File: src/rtl/calc_delta_pkg.sv
// Shared angle-width defaults and FSM state encoding for the shortest-path
// angle delta calculator.
package calc_delta_pkg;

  localparam int ANGLE_W_DEF = 12;

  function automatic int half_turn(input int w);
    return 1 << (w - 1);
  endfunction

  localparam int HALF_TURN = half_turn(ANGLE_W_DEF);

  typedef enum logic [2:0] {
    ST_IDLE,
    ST_LATCH,
    ST_DIFF,
    ST_SELECT,
    ST_DONE
  } state_t;

endpackage

File: src/rtl/calc_delta.sv
// Shortest rotational path (magnitude + direction) between current and target
// wheel angle on a 2**ANGLE_W count circle, computed over a four-state pipeline.
//
// state  | meaning
// -------+----------------------------------------------------------
// IDLE   | outputs held 0, waiting for enable_calc
// LATCH  | capture target_angle / current_angle
// DIFF   | forward (increasing) distance, modulo one revolution
// SELECT | choose shorter direction, load outputs, raise pulse
// DONE   | outputs valid, calc_updated high for this cycle only
module calc_delta
  import calc_delta_pkg::*;
#(
  parameter int ANGLE_W = ANGLE_W_DEF
) (
  input  logic               clock,
  input  logic               reset_n,
  input  logic               enable_calc,
  input  logic [ANGLE_W-1:0] target_angle,
  input  logic [ANGLE_W-1:0] current_angle,
  output logic               dir_shortest,
  output logic [ANGLE_W-1:0] delta_angle,
  output logic               calc_updated
);

  localparam logic [ANGLE_W-1:0] HALF = ANGLE_W'(half_turn(ANGLE_W));

  state_t             state_q, state_nxt;
  logic [ANGLE_W-1:0] tgt_q, tgt_nxt;
  logic [ANGLE_W-1:0] cur_q, cur_nxt;
  logic [ANGLE_W-1:0] fwd_q, fwd_nxt;
  logic               dir_q, dir_nxt;
  logic [ANGLE_W-1:0] dlt_q, dlt_nxt;
  logic               upd_q, upd_nxt;
  logic               dir_n;
  logic [ANGLE_W-1:0] dlt_n;

  // Half-turn tie resolves toward the increasing direction.
  always_comb begin
    dir_n = 1'b0;
    dlt_n = '0;
    if (fwd_q <= HALF) begin
      dir_n = 1'b1;
      dlt_n = fwd_q;
    end else begin
      dir_n = 1'b0;
      dlt_n = '0 - fwd_q;
    end
  end

  always_comb begin
    state_nxt = state_q;
    tgt_nxt   = tgt_q;
    cur_nxt   = cur_q;
    fwd_nxt   = fwd_q;
    dir_nxt   = dir_q;
    dlt_nxt   = dlt_q;
    upd_nxt   = 1'b0;
    if (!enable_calc) begin
      state_nxt = ST_IDLE;
      dir_nxt   = 1'b0;
      dlt_nxt   = '0;
    end else begin
      unique case (state_q)
        ST_IDLE: begin
          dir_nxt   = 1'b0;
          dlt_nxt   = '0;
          state_nxt = ST_LATCH;
        end
        ST_LATCH: begin
          tgt_nxt   = target_angle;
          cur_nxt   = current_angle;
          state_nxt = ST_DIFF;
        end
        ST_DIFF: begin
          fwd_nxt   = tgt_q - cur_q;
          state_nxt = ST_SELECT;
        end
        // Outputs load on the edge into DONE so they are valid during DONE.
        ST_SELECT: begin
          dir_nxt   = dir_n;
          dlt_nxt   = dlt_n;
          upd_nxt   = 1'b1;
          state_nxt = ST_DONE;
        end
        ST_DONE: begin
          state_nxt = ST_LATCH;
        end
        default: begin
          state_nxt = ST_IDLE;
          dir_nxt   = 1'b0;
          dlt_nxt   = '0;
        end
      endcase
    end
  end

  always_ff @(posedge clock or negedge reset_n) begin
    if (!reset_n) begin
      state_q <= ST_IDLE;
      tgt_q   <= '0;
      cur_q   <= '0;
      fwd_q   <= '0;
      dir_q   <= 1'b0;
      dlt_q   <= '0;
      upd_q   <= 1'b0;
    end else begin
      state_q <= state_nxt;
      tgt_q   <= tgt_nxt;
      cur_q   <= cur_nxt;
      fwd_q   <= fwd_nxt;
      dir_q   <= dir_nxt;
      dlt_q   <= dlt_nxt;
      upd_q   <= upd_nxt;
    end
  end

  assign dir_shortest = dir_q;
  assign delta_angle  = dlt_q;
  assign calc_updated = upd_q;

endmodule

File: config.mk
export PLATFORM = sky130hd
export DESIGN_NAME = calc_delta
export DESIGN_NICKNAME = d
export VERILOG_FILES = /design/src/rtl/calc_delta_pkg.sv /design/src/rtl/calc_delta.sv
export SDC_FILE = /design/constraint.sdc
export NUM_CORES = 1
export LEC_CHECK = 0
export BUFFER_PORTS_ARGS = -buffer_cell sky130_fd_sc_hd__buf_2
export CORE_MARGIN = 3
export CORE_UTILIZATION = 45
export CTS_CLUSTER_SIZE = 10
export DETAILED_ROUTE_END_ITERATION = 10
export PLACE_DENSITY_LB_ADDON = 0.15
export SKIP_CTS_REPAIR_TIMING = 1
export SYNTH_ARGS = -nofsm -noshare
export SYNTH_HDL_FRONTEND = slang
export SYNTH_SLANG_ARGS = --single-unit
File: constraint.sdc
create_clock -name clock -period 1.8 [get_ports clock]
set_input_delay 0.45 -clock clock [delete_from_list [all_inputs] [get_ports clock]]
set_output_delay 0.45 -clock clock [all_outputs]
set_load 0.01 [all_outputs]
==> results.json, run 1 <==
{
  "power.net_switching_mw": 1.91,
  "critical_path.reg2reg.endpoint": "fwd_q[10]",
  "numPortBuffers": 40,
  "worstSetupPathType": "reg2reg",
  "syn_area_mm2": 0.00272,
  "cts_max_path_buffers": 2,
  "ys.flop_type": "dfrtp_1",
  "placement_rows": 27,
  "pin_count": 41,
  "arrival_ns": 2.28,
  "drc": 0,
  "tritoncts.num_buffers": 5,
  "number_of_flops_mapped_to_enable_cells_by_yosys": 0,
  "cell_type_with_the_highest_aggregate_area_in_the_netlist": "dfrtp_1",
  "finalSetupViolations": 12,
  "core_area_mm2": 0.00568,
  "clock_slew_seen_by_the_registers_of_the_worst_setup_and_hold_paths_ns": 0.10,
  "critPathMaxFanout": 2,
  "drtPass1Iterations": 4,
  "aggregate_routed_wire_length_mm": 5.53,
  "seqPwrFrac": 0.330,
  "cts-root-buf": "clkbuf_8",
  "required_ns": 2.00,
  "placed_cells": 411,
  "slew_headroom": 0.655,
  "cts_tree": "yes",
  "cts_htree_levels": 2,
  "routedWlPerCell_um": 13.0,
  "synth.lib_cells_used.distinct": 43,
  "netSwitchingFraction": 0.375,
  "clk_latency_ns": 0.31,
  "dr_total_vias": 2165,
  "power_frac_clock": 0.132,
  "avgViaCountPerCell": 5.07,
  "number_of_endpoints_with_negative_hold_slack_in_the_final_report": 0,
  "ir_drop_uv": 640,
  "fin_nets": 394,
  "ys_ff_latch": 53,
  "grt_max_degree": 54,
  "layout_worst_path_cycle_share": 1.16,
  "global_route.usage.total": 0.158,
  "skew_ns": 0.00958,
  "share_of_cells_above_drive_strength_1": 0.386,
  "critical_path_source_type": "register",
  "die_y_extent_um": 83.8,
  "period_needed_ns": 2.08,
  "worst_r2r_startpoint": "cur_q[0]",
  "syn-instance-count": 271,
  "ff2ff_path_depth": 8,
  "max_clock_freq_mhz": 481,
  "yosysWarningCount": 0,
  "die-area_mm2": 0.00702,
  "insertedDiodeCount": 0,
  "run_status": "complete, but fails checks",
  "post_layout_nonfiller_instances": 427,
  "setup.worst_path.start": "cur_q[0]",
  "power_density_mw_per_mm2": 1410,
  "endpoint": "fwd_q[10]",
  "hold_path_class": "in2async",
  "ys_async_sr_fraction": 1.00,
  "synth.yosys.seq_area_share": 0.487,
  "grt_antenna_before_repair": 0,
  "p_leak_nw": 1.71,
  "postRouteAntennaNets": 0,
  "start_util": 0.480,
  "average_footprint_of_a_synthesized_cell_um2": 10.0,
  "synth_fp_nets": 311,
  "first_global_vias": 2070,
  "post-dp-hpwl_mm": 3.94,
  "ys_top_cells_by_area": "dfrtp_1 (49%), o21ai_0 (6.8%), ha_1 (5.5%)",
  "slew_viol_final": 0,
  "die-width_um": 83.8,
  "fin_setup_tns_ns": -2.04,
  "pwr-share-comb": 0.538,
  "drt_first_iter_violations": 99,
  "power_report.internal_total_mw": 3.17,
  "grt_first_pass_wirelength_mm": 9.16,
  "critical_path_endpoint_category": "register",
  "setup_slack_ns": -0.279,
  "grt_setup_unrepaired": "yes",
  "grt_overflow": 0,
  "rrSetupSlack_ns": -0.28,
  "place.gp.congestion": 0.808,
  "max_cap_viols": 0,
  "timing_worst_slew_pin_value_ns": 0.517,
  "syn_to_final_growth_pct": 32.1,
  "holdWs_ns": 0.113,
  "clkSinkCount": 53,
  "synth.top_cell.area_share": 0.487,
  "failing_checks": "negative setup slack"
}
[cell families after synthesis]
| family | share of synthesized area |
|---|---|
| simple gates | 0.133 |
| fa+ha+maj | 0.0625 |
| buf+inv | 0.0409 |
| mux | 0.0574 |
| xor+xnor | 0.0483 |
| flops | 0.487 |
| compound gates | 0.171 |
[power groups by stage]
stage / combinational (mW) / sequential, mW / clock, mW
5_1_grt: 3.04 / 1.72 / 0.738
3_5_place_dp: 2.25 / 1.69 / 0
6_report: 2.73 / 1.67 / 0.670
4_1_cts: 2.26 / 1.66 / 0.692
3_3_place_gp: 2.20 / 1.67 / 0
2_1_floorplan: 1.35 / 1.74 / 0
[metrics by stage]
step | setup WS (ns) | power, mW | area [µm²] | utilization
3_3_place_gp | -0.224 | 3.87 | 3280 | 0.578
5_1_grt | -0.387 | 5.50 | 3600 | 0.634
3_5_place_dp | -0.307 | 3.93 | 3280 | 0.578
2_1_floorplan | -0.162 | 3.09 | 2730 | -
4_1_cts | -0.326 | 4.62 | 3370 | 0.593
6_report | -0.279 | 5.08 | 3600 | 0.634
[how the worst min path moves through the flow]
stage                     slack [ns]      startpoint  cells past startpoint               to
after floorplan                 0.15         reset_n                      0     calc_updated
after CTS                       0.12         reset_n                      2  delta_angle[11]
after global placement          0.46  delta_angle[4]                      2   delta_angle[4]
after global routing            0.13         reset_n                      2         cur_q[0]
after detailed placement        0.47         reset_n                      2   delta_angle[2]
final                           0.11         reset_n                      2   delta_angle[0]
[worst max-delay path: stages, from the launching register on]
cell	delay, ns
dfrtp_1	0.42
ha_4	0.18
inv_4	0.05
fa_2	0.22
a211oi_2	0.09
o21a_1	0.20
or3_1	0.38
a21o_1	0.20
a31o_2	0.22
[sequential cells by signal, indices dropped and copies added (netlist names)]
name          count
dir_shortest      1
tgt_q            12
delta_angle      12
calc_updated      1
fwd_q            12
cur_q            12
state_q           3
[synthesized netlist by cell type, drive strengths merged (3+ instances only)]
cell type / instances
xnor2: 7
and2: 3
nand2b: 3
a21oi: 11
ha: 12
nand2: 38
o31ai: 5
xor2: 8
o21ai: 39
mux2: 13
a211oi: 3
clkbuf: 6
nor2: 11
inv: 21
dfrtp: 53
nand3: 3
nor3: 3
[layout make-up]
class / count / area (µm²)
Clock buffer: 5 / 68.8
Clock inverter: 3 / 17.5
Fill cell: 480 / 2080
Inverter: 21 / 81.3
Multi-Input combinational cell: 189 / 1430
Sequential cell: 53 / 1330
Tap cell: 72 / 90.1
Timing Repair Buffer: 84 / 582
[per-layer routing]
metal,routed length (µm),up-vias,global-route usage
met1,2540,1012,0.195
met3,211,4,0.0375
met5,0,-,0
met2,2710,39,0.271
met4,64,0,0.0497
li1,-,1110,-
[cell usage in the layout (no fill, tap or decap), types with 3 or more instances in the layout]
master / count
ha_4: 5
xor2_1: 8
buf_4: 35
nand3_1: 3
dfrtp_1: 53
xnor2_1: 7
nand2_1: 37
a21oi_2: 6
ha_1: 7
o21ai_0: 27
inv_2: 5
o21ai_1: 11
nor3_1: 3
and2_1: 3
nand2b_1: 3
buf_6: 7
inv_1: 15
clkbuf_8: 5
mux2_2: 13
nor2_1: 10
buf_2: 40
a21oi_1: 5
Power figures use the tool's default switching activity.
==> run 2, diff against run 1 <==
- ABC_AREA: default -> 1
- CAP_MARGIN: default -> 20
==> run 2 against run 1 <==
- the flow now finishes without violations
- critical path depth grew 1
- wire length is 1.8% higher
- first-iteration DRC count fell by 5.1%
- maximum frequency up 20%
- synthesized cell count grew 39%
- total power grew 15%
- final cell count rose by 16%
- synthesized area rose by 9.1%
- combinational power increased by 15%
- cell area is 5.6% lower
- setup slack gained 0.34 ns
- core utilization shrank 8.3 points
- critical path type unchanged
==> results.json, run 2 <==
{
  "run_status": "finished clean",
  "numPortBuffers": 40,
  "timing_worst_slew_pin_value_ns": 0.401,
  "p_leak_nw": 1.89,
  "synthTopCellsByCount": "nand2_1 (105), inv_1 (57), dfrtp_1 (53)",
  "grt_max_degree": 54,
  "start_util": 0.482,
  "die_y_extent_um": 87.2,
  "pre_cts_slack_ns": 0.00945,
  "number_of_flops_mapped_to_enable_cells_by_yosys": 0,
  "cts_tree": "yes",
  "synth.lib_cells_used.distinct": 26,
  "critical_path_source_type": "register",
  "cts-root-buf": "clkbuf_8",
  "period_needed_ns": 1.74,
  "dr_total_vias": 2449,
  "grt_overflow": 0,
  "routedWlPerCell_um": 11.4,
  "cts_htree_levels": 2,
  "drc": 0,
  "cts_max_path_buffers": 2,
  "ir_drop_uv": 875,
  "synth_fp_nets": 416,
  "holdWs_ns": 0.131,
  "timing.critical_path.slowest_stage_cell": "fa_2",
  "layout.filler_cells": 603,
  "grt_antenna_before_repair": 0,
  "arrival_ns": 1.93,
  "skew_ns": 0.00531,
  "syn_area_mm2": 0.00297,
  "fin_nets": 460,
  "die-area_mm2": 0.00761,
  "avgViaCountPerCell": 4.95,
  "post-dp-hpwl_mm": 4.28,
  "place.gp.congestion": 0.941,
  "fin_setup_tns_ns": 0,
  "number_of_endpoints_with_negative_hold_slack_in_the_final_report": 0,
  "core_area_mm2": 0.00617,
  "slew_viol_final": 0,
  "average_footprint_of_a_synthesized_cell_um2": 7.90,
  "clk_latency_ns": 0.30,
  "layout_worst_path_cycle_share": 0.965,
  "worstPathCellList": "inv_1 > ha_1 > inv_1 > fa_2 > buf_4 > nand3_1 > nand4_1 > nand3_1 > nand2_1",
  "cell_type_with_the_highest_aggregate_area_in_the_netlist": "dfrtp_1",
  "insertedDiodeCount": 0,
  "global_route.usage.total": 0.161,
  "finalSetupViolations": 0,
  "pin_count": 41,
  "synth.top_cell.area_share": 0.447,
  "postRouteAntennaNets": 0,
  "tritoncts.num_buffers": 5,
  "required_ns": 1.99,
  "max_clock_freq_mhz": 576,
  "die-width_um": 87.2,
  "hold_path_class": "in2async",
  "yosysWarningCount": 0,
  "synth.yosys.seq_area_share": 0.447,
  "setup.worst_path.start": "tgt_q[0]",
  "power_density_mw_per_mm2": 1720,
  "ys.flop_type": "dfrtp_1",
  "crit_path_max_incr_delay_ns": 0.38,
  "layout_commonest_cell": "nand2_1",
  "setup_slack_ns": 0.0625,
  "ys_async_sr_fraction": 1.00,
  "worstSetupPathType": "reg2reg",
  "yosysMostFrequentCell": "nand2_1",
  "drtPass1Iterations": 4,
  "critPathMaxFanout": 3,
  "ys_ff_latch": 53,
  "placement_rows": 28,
  "first_global_vias": 2292,
  "share_of_cells_above_drive_strength_1": 0.181,
  "aggregate_routed_wire_length_mm": 5.63,
  "drt_first_iter_violations": 94,
  "ff2ff_path_depth": 9,
  "mostFrequentLayoutCells": "nand2_1 (103), inv_1 (57), dfrtp_1 (53), buf_2 (40), nor2_1 (36)",
  "clkSinkCount": 53,
  "worst_r2r_startpoint": "tgt_q[0]",
  "syn-instance-count": 376,
  "syn_to_final_growth_pct": 14.3,
  "slew_headroom": 0.732,
  "max_cap_viols": 0,
  "clock_slew_seen_by_the_registers_of_the_worst_setup_and_hold_paths_ns": 0.09,
  "ys_top_cells_by_area": "dfrtp_1 (45%), nand2_1 (13%), inv_1 (7.2%)",
  "grt_first_pass_wirelength_mm": 9.83,
  "critical_path_endpoint_category": "register",
  "totalPowerFinal_mw": 5.85
}
-- run 2: where the power goes --
part	total (mW)	switching [mW]	internal [mW]
logic	3.14	1.89	1.25
clock network	0.769	0.364	0.405
registers	1.94	0.299	1.64
total	5.85	2.55	3.30
-- run 2: routing by layer --
| metal | global-route usage | routed length (µm) |
|---|---|---|
| met1 | 0.201 | 2630 |
| met2 | 0.275 | 2650 |
| met3 | 0.0293 | 235 |
| met4 | 0.0628 | 116 |
| met5 | 0 | 0 |
-- run 2: path summary, 6_finish.rpt --
path | end | slack (ns)
worst min-delay path | dir_shortest | 0.13
worst max-delay path | fwd_q[10] | 0.06
max in group asynchronous | cur_q[10] | 1.44
worst max register to register | fwd_q[10] | 0.06
min in group clock | tgt_q[10] | 0.38
worst min register to register | delta_angle[5] | 0.48
-- run 2: cells by family (layout without fill, tap and decap cells) --
family	Yosys count	after routing	share of synthesized area
compound gates	44	44	0.0784
xor+xnor	2	2	0.00590
fa+ha+maj	13	13	0.0573
buf+inv	65	109	0.0889
flops	53	53	0.447
mux	13	13	0.0569
simple gates	186	186	0.266
-- run 2: metrics by stage --
step	instance area, µm²	util	cells
2_1_floorplan	2970	-	376
3_3_place_gp	3260	0.529	487
3_5_place_dp	3260	0.529	487
4_1_cts	3370	0.546	494
5_1_grt	3390	0.550	495
6_report	3390	0.550	495
-- run 2: layout make-up --
type                            count  area, µm²  share of cell area
Clock inverter                      2       35.0              0.0103
Clock buffer                        5       68.8              0.0203
Timing Repair Buffer               44        255              0.0752
Tap cell                           75       93.8              0.0277
Multi-Input combinational cell    258       1400               0.412
Sequential cell                    53       1330               0.391
Inverter                           58        218              0.0642
-- run 2: critical path, delay by kind of cell, from the launching register on --
kind	cells	cell delay, ns
simple gates	4	0.42
buf+inv	3	0.30
fa+ha+maj	2	0.54
flops	1	0.37
==> run 3, diff against run 2 <==
- CELL_PAD_IN_SITES_DETAIL_PLACEMENT: default -> 1
- CELL_PAD_IN_SITES_GLOBAL_PLACEMENT: default -> 2
- CORE_UTILIZATION: 45 -> 30
==> run 3 against run 2 <==
- first-iteration DRC count fell by 27%
- sequential cell count did not move
- via count rose by 1.3%
- largest cell class unchanged
- combinational power rose by 6%
- core utilization fell by 18 points
- critical endpoint is now fwd_q[6]
- sequential share of layout area fell by 1.6 points
- highest routed layer unchanged
- non-clock buffer count rose by 3
- maximum frequency rose by 3.5%
- global-route usage fell by 2.9 points
==> results.json, run 3 (synthesis results as in run 2) <==
{
  "hold_path_class": "in2async",
  "p_leak_nw": 1.90,
  "insertedDiodeCount": 0,
  "avgViaCountPerCell": 4.49,
  "totalPowerFinal_mw": 5.98,
  "max_cap_viols": 0,
  "clock_slew_seen_by_the_registers_of_the_worst_setup_and_hold_paths_ns": 0.10,
  "fin_setup_tns_ns": 0,
  "seqPwrFrac": 0.328,
  "mostFrequentLayoutCells": "nand2_1 (102), inv_1 (55), dfrtp_1 (53), buf_2 (40), nor2_1 (35)",
  "placement.cell_area_mm2": 0.00339,
  "die_y_extent_um": 105,
  "finalCoreUtilization": 0.375,
  "tritoncts.num_buffers": 5,
  "critical_path_source_type": "register",
  "number_of_endpoints_with_negative_hold_slack_in_the_final_report": 0,
  "fin_nets": 463,
  "layout_commonest_cell": "nand2_1",
  "cts_htree_levels": 2,
  "power_report.internal_total_mw": 3.30,
  "pwr-share-comb": 0.557,
  "max_clock_freq_mhz": 596,
  "skew_ns": 0.00683,
  "finalSetupViolations": 0,
  "grt_first_pass_wirelength_mm": 12.0,
  "layout_worst_path_cycle_share": 0.933,
  "dr_total_vias": 2481,
  "drtPass1Iterations": 4,
  "postRouteAntennaNets": 0,
  "placement_rows": 35,
  "rrSetupSlack_ns": 0.12,
  "clk_latency_ns": 0.30,
  "die-area_mm2": 0.0111,
  "syn_to_final_growth_pct": 19.0,
  "worstSetupPathType": "reg2reg",
  "required_ns": 2.00,
  "place.gp.congestion": 0.767,
  "first_global_vias": 2567,
  "die-width_um": 105,
  "core_area_mm2": 0.00942,
  "grt_antenna_before_repair": 0,
  "timing.critical_path.slowest_stage_cell": "dfrtp_1",
  "layout.filler_cells": 1170,
  "drc": 0,
  "run_status": "finished clean",
  "post-dp-hpwl_mm": 5.52,
  "area.sequential_mm2": 0.00133,
  "start_util": 0.315,
  "grt_overflow": 0,
  "timing_worst_slew_pin_value_ns": 0.423,
  "grt_setup_unrepaired": "no",
  "power_frac_clock": 0.115,
  "share_of_cells_above_drive_strength_1": 0.201,
  "cts-root-buf": "clkbuf_8",
  "critPathMaxFanout": 3,
  "aggregate_routed_wire_length_mm": 6.82,
  "ir_drop_uv": 572,
  "power.net_switching_mw": 2.68,
  "numPortBuffers": 40,
  "global_route.usage.total": 0.132,
  "cp_num_buf_inv": 2,
  "crit_path_max_incr_delay_ns": 0.39,
  "cts_tree": "yes",
  "clkSinkCount": 53,
  "routedWlPerCell_um": 12.4,
  "critical_path_endpoint_category": "register",
  "worstPathCellList": "inv_2 > ha_4 > inv_2 > fa_2 > nand2_2 > nand3_2 > nand2_2 > o21ai_1 > nor2_1 > o21ai_1",
  "multi_input_logic_area_mm2": 0.00144,
  "power_density_mw_per_mm2": 1690,
  "slew_headroom": 0.718,
  "cts_max_path_buffers": 2,
  "drt_first_iter_violations": 69,
  "pin_count": 41,
  "period_needed_ns": 1.68,
  "arrival_ns": 1.88,
  "slew_viol_final": 0,
  "critical_path.top_delay_family": "adder cells",
  "holdWs_ns": 0.0703,
  "netSwitchingFraction": 0.449,
  "design_area_mm2": 0.00353,
  "grt_max_degree": 38
}
run 3: changes by cell type in the layout (fill, tap and decap cells not counted), moves of 2 or more:
cell | before | now
ha_1 | 12 | 9
buf_12 | 2 | 4
inv_2 | 0 | 2
inv_1 | 57 | 55
ha_4 | 0 | 3
run 3: final timing paths:
| check | startpoint | to | cells after the start |
|---|---|---|---|
| worst min-delay path | reset_n | delta_angle[9] | 1 |
| worst max register to register | tgt_q[0] | fwd_q[6] | 10 |
| worst max-delay path | tgt_q[0] | fwd_q[6] | 10 |
| worst min register to register | delta_angle[5] | delta_angle[5] | 2 |
| max in group asynchronous | reset_n | cur_q[6] | 2 |
| min in group clock | target_angle[11] | tgt_q[11] | 2 |
run 3: area by class of cell:
type                    count  area share
clock buffers               7      0.0244
repair buffers             47      0.0857
well taps                 129      0.0457
flip-flops and latches     53       0.375
inverters                  58      0.0616
multi-input cells         258       0.407
run 3: layer usage:
layer	track usage	vias up	part of all wire	wire length, µm
met1	0.169	1160	0.48	3250
met4	0.0281	0	0.0079	54
li1	-	1283	-	-
met2	0.232	32	0.49	3310
met5	0	-	0	0
met3	0.0208	6	0.031	212
run 3: power by group through the flow:
stage | Clock, mW | Combinational (mW) | Sequential (mW)
after floorplan | 0 | 2.47 | 1.89
after global placement | 0 | 3.17 | 1.95
after detailed placement | 0 | 3.23 | 1.97
after CTS | 0.736 | 3.25 | 1.95
after global routing | 0.781 | 3.91 | 2.03
final | 0.690 | 3.33 | 1.96
run 3: per-stage QoR:
stage / setup WS [ns] / std cells
6_report: 0.121 / 552
4_1_cts: -0.0546 / 552
3_3_place_gp: 0.0521 / 545
5_1_grt: 0.00216 / 552
3_5_place_dp: -0.0276 / 545
2_1_floorplan: 0.161 / 376
